[config.mk]
export PLATFORM = sky130hd
export DESIGN_NAME = rft_core_scheduler
export DESIGN_NICKNAME = d
export VERILOG_FILES = /design/src/rtl/rft_sched_pkg.sv /design/src/rtl/rft_rr_arbiter.sv /design/src/rtl/rft_core_scheduler.sv
export SDC_FILE = /design/constraint.sdc
export NUM_CORES = 1
export LEC_CHECK = 0
export CORE_AREA = 2 2 461 463
export CTS_CLUSTER_SIZE = 12
export DETAILED_ROUTE_END_ITERATION = 8
export DIE_AREA = 0 0 463 465
export GPL_TIMING_DRIVEN = 0
export SLEW_MARGIN = 20
export SYNTH_ARGS = -nofsm -noshare
export SYNTH_HDL_FRONTEND = slang
export SYNTH_SLANG_ARGS = --single-unit
[constraint.sdc]
create_clock -name clk -period 4.3 [get_ports clk]
set_input_delay 0.43 -clock clk [delete_from_list [all_inputs] [get_ports clk]]
set_output_delay 0.43 -clock clk [all_outputs]
set_load 0.01 [all_outputs]
[src/rtl/rft_sched_pkg.sv]
// rtl/rft_sched_pkg.sv - shared types and default constants for the phi_rft_core scheduler
package rft_sched_pkg;

   localparam int DEFAULT_NUM_REQ        = 4;
   localparam int DEFAULT_SAMPLE_WIDTH   = 16;
   localparam int DEFAULT_BLOCK_SAMPLES  = 8;
   localparam int DEFAULT_DIGEST_WIDTH   = 256;
   localparam int DEFAULT_TIMEOUT_CYCLES = 32;

   typedef enum logic [1:0] {
      ST_IDLE  = 2'd0,
      ST_ISSUE = 2'd1,
      ST_WAIT  = 2'd2,
      ST_RESP  = 2'd3
   } sched_state_t;

   // Response record sized for the default configuration.
   typedef struct packed {
      logic [$clog2(DEFAULT_NUM_REQ)-1:0] id;
      logic [DEFAULT_DIGEST_WIDTH-1:0]    digest;
      logic                               resonance;
      logic                               error;
   } sched_rsp_t;

endpackage

[src/rtl/rft_rr_arbiter.sv]
// rtl/rft_rr_arbiter.sv - combinational round-robin picker: first request at or after rr_ptr
module rft_rr_arbiter #(
   parameter int NUM_REQ = 4,
   parameter int IDX_W   = $clog2(NUM_REQ)
) (
   input  logic [NUM_REQ-1:0] req,
   input  logic [IDX_W-1:0]   rr_ptr,
   output logic [NUM_REQ-1:0] grant,
   output logic [IDX_W-1:0]   grant_idx,
   output logic               grant_any
);

   always_comb begin
      grant     = '0;
      grant_idx = '0;
      grant_any = 1'b0;
      for (int k = 0; k < NUM_REQ; k++) begin
         int               j;
         logic [IDX_W-1:0] jj;
         j = int'(rr_ptr) + k;
         if (j >= NUM_REQ) j = j - NUM_REQ;
         jj = IDX_W'(j);
         if (!grant_any && req[jj]) begin
            grant[jj] = 1'b1;
            grant_idx = jj;
            grant_any = 1'b1;
         end
      end
   end

endmodule

[src/rtl/rft_core_scheduler.sv]
// rtl/rft_core_scheduler.sv - shares one phi_rft_core among NUM_REQ requesters, one job in flight
// Optional WAIT watchdog enabled by defining RFT_SCHED_TIMEOUT_EN.
module rft_core_scheduler
   import rft_sched_pkg::*;
#(
   parameter int NUM_REQ         = DEFAULT_NUM_REQ,
   parameter int SAMPLE_WIDTH_P  = DEFAULT_SAMPLE_WIDTH,
   parameter int BLOCK_SAMPLES_P = DEFAULT_BLOCK_SAMPLES,
   parameter int DIGEST_WIDTH_P  = DEFAULT_DIGEST_WIDTH,
   parameter int TIMEOUT_CYCLES  = DEFAULT_TIMEOUT_CYCLES
) (
   input  logic                                               clk,
   input  logic                                               rst_n,
   input  logic [NUM_REQ-1:0]                                 req_valid,
   output logic [NUM_REQ-1:0]                                 req_ready,
   input  logic [NUM_REQ*BLOCK_SAMPLES_P*SAMPLE_WIDTH_P-1:0]  req_samples,
   input  logic [NUM_REQ*4-1:0]                               req_mode,
   output logic                                               core_start,
   output logic [BLOCK_SAMPLES_P*SAMPLE_WIDTH_P-1:0]          core_samples,
   output logic [3:0]                                         core_mode,
   input  logic                                               core_busy,
   input  logic                                               core_digest_valid,
   input  logic                                               core_resonance,
   input  logic [DIGEST_WIDTH_P-1:0]                          core_digest,
   output logic                                               rsp_valid,
   input  logic                                               rsp_ready,
   output logic [$clog2(NUM_REQ)-1:0]                         rsp_id,
   output logic [DIGEST_WIDTH_P-1:0]                          rsp_digest,
   output logic                                               rsp_resonance,
   output logic                                               rsp_error
);

   localparam int IDX_W = $clog2(NUM_REQ);
   localparam int BLK_W = BLOCK_SAMPLES_P * SAMPLE_WIDTH_P;

   sched_state_t       state, state_next;
   logic [IDX_W-1:0]   rr_ptr;
   logic [NUM_REQ-1:0] grant;
   logic [IDX_W-1:0]   grant_idx;
   logic               grant_any;
   logic               accept, digest_hit, rsp_done;
   logic [BLK_W-1:0]   sel_samples;
   logic [3:0]         sel_mode;

   rft_rr_arbiter #(.NUM_REQ(NUM_REQ), .IDX_W(IDX_W)) u_arb (
      .req       (req_valid),
      .rr_ptr    (rr_ptr),
      .grant     (grant),
      .grant_idx (grant_idx),
      .grant_any (grant_any)
   );

   always_comb begin
      sel_samples = '0;
      sel_mode    = '0;
      for (int i = 0; i < NUM_REQ; i++) begin
         if (grant[i]) begin
            sel_samples = req_samples[i*BLK_W +: BLK_W];
            sel_mode    = req_mode[i*4 +: 4];
         end
      end
   end

`ifdef RFT_SCHED_TIMEOUT_EN
   localparam int CNT_W = $clog2(TIMEOUT_CYCLES + 1);
   logic [CNT_W-1:0] tmo_cnt;
   logic             timeout_hit;

   // A digest arriving on the last allowed cycle still wins over the timeout.
   assign timeout_hit = (state == ST_WAIT) && !core_digest_valid &&
                        (tmo_cnt == CNT_W'(TIMEOUT_CYCLES - 1));

   always_ff @(posedge clk or negedge rst_n) begin
      if (!rst_n)                 tmo_cnt <= '0;
      else if (state == ST_ISSUE) tmo_cnt <= '0;
      else if (state == ST_WAIT)  tmo_cnt <= tmo_cnt + CNT_W'(1);
   end
`endif

   always_ff @(posedge clk or negedge rst_n) begin
      if (!rst_n) state <= ST_IDLE;
      else        state <= state_next;
   end

   always_comb begin
      state_next = state;
      req_ready  = '0;
      core_start = 1'b0;
      rsp_valid  = 1'b0;
      accept     = 1'b0;
      digest_hit = 1'b0;
      rsp_done   = 1'b0;
      case (state)
         ST_IDLE: begin
            // rst_n gating keeps req_ready low while reset is held.
            if (rst_n && !core_busy && grant_any) begin
               req_ready  = grant;
               accept     = 1'b1;
               state_next = ST_ISSUE;
            end
         end
         ST_ISSUE: begin
            core_start = 1'b1;
            state_next = ST_WAIT;
         end
         ST_WAIT: begin
            if (core_digest_valid) begin
               digest_hit = 1'b1;
               state_next = ST_RESP;
            end
`ifdef RFT_SCHED_TIMEOUT_EN
            else if (timeout_hit) begin
               state_next = ST_RESP;
            end
`endif
         end
         ST_RESP: begin
            rsp_valid = 1'b1;
            if (rsp_ready) begin
               rsp_done   = 1'b1;
               state_next = ST_IDLE;
            end
         end
         default: state_next = ST_IDLE;
      endcase
   end

   always_ff @(posedge clk or negedge rst_n) begin
      if (!rst_n) begin
         core_samples  <= '0;
         core_mode     <= '0;
         rsp_id        <= '0;
         rsp_digest    <= '0;
         rsp_resonance <= 1'b0;
         rr_ptr        <= '0;
      end else begin
         if (accept) begin
            core_samples <= sel_samples;
            core_mode    <= sel_mode;
            rsp_id       <= grant_idx;
         end
         if (digest_hit) begin
            rsp_digest    <= core_digest;
            rsp_resonance <= core_resonance;
         end
`ifdef RFT_SCHED_TIMEOUT_EN
         if (timeout_hit) begin
            rsp_digest    <= '0;
            rsp_resonance <= 1'b0;
         end
`endif
         if (rsp_done) begin
            rr_ptr <= (rsp_id == IDX_W'(NUM_REQ - 1)) ? '0 : rsp_id + IDX_W'(1);
         end
      end
   end

`ifdef RFT_SCHED_TIMEOUT_EN
   always_ff @(posedge clk or negedge rst_n) begin
      if (!rst_n)          rsp_error <= 1'b0;
      else if (accept)     rsp_error <= 1'b0;
      else if (timeout_hit) rsp_error <= 1'b1;
   end
`else
   assign rsp_error = 1'b0;
`endif

endmodule

==> flow_summary.yaml <==
synth:
  ys_types: 44
  yosys-top-cells-area: "dfrtp_1 53%, mux2_2 16%, o21ai_0 5.0%"
  synth_top_family_by_area: "compound AO/OA/AOI/OAI gates"
  yosysWarnings: 0
  synthTopCellsByCount: "395 x dfrtp_1, 260 x mux2_2, 188 x o21ai_0"
  synth_nets: 2215
  synth_compound_area_share_pct: 24.7
  synth_top_area_share_pct: 52.8
  synth-simple-area-share_pct: 1.15
  yosys_register_bits: 395
  synthXorXnorAreaFrac_pct: 0.0468
  yosys.cell_count.top_type: "dfrtp_1"
  ys.flop_type: "dfrtp_1"
  synth_top_area_cell: "dfrtp_1"
  avgSynthCellArea_um2: 13.3
  synthArstFlopShare_pct: 100
  synthAdderAreaFrac_pct: 0.803
  yosysSeqAreaShare_pct: 52.8
  muxShareOfSynthArea_pct: 16.3
  syn_inst: 1409
  synth_edf_count: 0
  synth_area_mm2: 0.0187
placement:
  gp_congestion: 0.959
  pre_cts_slack_ns: -1.32
  hpwl_um: 159000
  place.port_buffers: 1190
worst_setup_path:
  critPathArrivalTime_ns: 3.74
  cp-end-kind: "output pin"
  path_class: "reg -> out"
  critPathLaunchType: "flop"
  crit_required_ns: 3.87
  critPathMaxFanout: 10
drt:
  vias: 19547
  drt_first_pass_iters: 5
  routed_wirelength_um: 182000
  antenna_left: 0
  wl_per_cell_um: 32.5
  route.detailed.drc: 0
  drtIter0Drc: 1080
  viasPerCell: 3.50
floorplan:
  fp.dieH_um: 465
  ioPinCount: 1192
  die-area_mm2: 0.215
  fp.dieW_um: 463
  core_area_mm2: 0.211
  num_rows: 169
  initial_utilization_pct: 8.87
timing:
  hold_ws_ns: 0.315
  fin_crit_sh_pct: 96.9
  fin_crit_ns: 4.17
  slew_headroom_pct: 23.5
  hold_viol: 0
  clock_skew_ns: 0.0547
  rsz0062_at_grt: "yes"
  finalWorstSetupSlack_ns: 0.135
  worst_pin_slew_ns: 1.15
  max_freq_mhz: 240
  setup_viol: 0
  drv_slew: 0
  tns_ns: 0
power_and_ir_drop:
  power_density_mw_per_mm2: 745
  ir_drop_uv: 497
  power_leakage_uw: 0.0133
layout:
  area_growth_pct: 95.9
  num-fill-cells: 23416
  nets: 3481
  layout-drive-gt1-share_pct: 23.9
min_path:
  hold_class: "in -> reg"
grt:
  grt_max_degree: 97
  grt_pass1_vias: 19787
  gr-total-overflow: 0
  antenna_found_initial: 203
  grt_usage_pct: 16.3
  grt_pass1_wl_um: 226000
clocking:
  clockRootBuffer: "clkbuf_16"
  cts.clk_slew.worst_paths_ns: 0.08
  cts_tree: "yes"
  htreeDepth: 2
  cts_buffer_depth: 3
  insertion_delay_ns: 0.71
  clock-sinks: 395
  cts_buffers: 52
flow_run:
  max-cap-violations: 0
outcome:
  status: "finished, final reports clean"
[per-layer routing]
layer  GRT usage [%]  wire length [um]  up-vias
met4            6.14              8160       92
met2            27.4             85500     1313
li1                -                 -     8055
met5               0               631        -
met1            18.3             68700     9672
met3            6.92             18900      415
[stage by stage]
| step | std cells | cell area, um2 | utilization (%) | power [uW] |
|---|---|---|---|---|
| after floorplan | 1409 | 18700 | - | 13200 |
| after global placement | 5420 | 34100 | 16.2 | 22400 |
| after detailed placement | 5428 | 34300 | 16.3 | 22600 |
| after CTS | 5530 | 36500 | 17.3 | 27800 |
| after global routing | 5560 | 36600 | 17.3 | 28700 |
| final | 5588 | 36600 | 17.4 | 27300 |
[critical path: stages (launching register included)]
cell      delay [ns]
dfrtp_2         0.37
buf_6           0.13
clkbuf_8        0.17
inv_2           0.07
ha_4            0.30
mux4_2          0.35
buf_6           0.17
nor3b_4         0.21
a221o_1         0.20
and2_1          0.19
buf_12          0.13
buf_16          0.13
buf_6           0.15
nor2b_4         0.27
buf_6           0.15
[area by class of cell]
| type | instances | area [um2] | area share [%] |
|---|---|---|---|
| clock inverters | 23 | 360 | 0.983 |
| diodes | 54 | 135 | 0.369 |
| multi-input cells | 868 | 8150 | 22.2 |
| flip-flops and latches | 395 | 9890 | 27.0 |
| clock buffers | 69 | 1440 | 3.92 |
| plain buffers | 135 | 848 | 2.31 |
| repair buffers | 1214 | 12300 | 33.5 |
| inverters | 9 | 33.8 | 0.0922 |
| well taps | 2821 | 3530 | 9.63 |
[placed cells by master, fill, tap and decap left out, drive strengths merged, types with 7 or more instances in the layout]
cell           Yosys  layout
clkdlybuf4s50      0    1185
dfrtp            395     395
o21ai            267     267
mux2             260     260
clkbuf            80     148
a221oi           134     134
a22oi            132     132
buf               57      81
diode              0      54
inv                9      13
ha                12      12
clkinv             0      11
nand2              9       9
nor2b              8       8
nor2               7       7
[where the power goes]
| part | switching [uW] | internal (uW) |
|---|---|---|
| clock | 2010 | 2730 |
| combinational | 8580 | 7210 |
| sequential | 1210 | 5560 |
[registers in the layout (all words and copies together), names as in the netlist]
name           flops
rsp_digest       256
core_samples     128
core_mode          4
rr_ptr             2
rsp_id             2
state              2
rsp_resonance      1
[cell families (layout without fill, tap and decap cells)]
logic type | after synthesis | in the layout
flops | 395 | 395
fa+ha+maj | 12 | 12
xor+xnor | 1 | 1
mux | 268 | 268
other cells | 1 | 55
simple gates | 38 | 38
buf+inv | 146 | 1450
compound gates | 548 | 548
[final timing paths]
path | start | to | slack, ns | cells past startpoint
worst max-delay path | rr_ptr[0] | req_ready[1] | 0.13 | 14
worst min-delay path | req_samples[403] | core_samples[19] | 0.31 | 3
worst max register to register | rr_ptr[0] | core_samples[1] | 0.19 | 14
worst min register to register | rsp_digest[136] | rsp_digest[136] | 0.50 | 1
max in group asynchronous | rst_n | rsp_digest[134] | 2.73 | 5
min in group asynchronous | rst_n | rsp_digest[45] | 0.42 | 3
[timing repair]
action / 4_1_cts / 5_1_grt
endpoints found under the hold margin: 80 / 0
endpoints found under the setup margin: 137 / 8
hold buffers: 5 / 0
resized for setup: 58 / 4
pin swaps: 4 / 2
buffers inserted: 7 / 4
No activity file was read; power rests on OpenSTA's default activity.
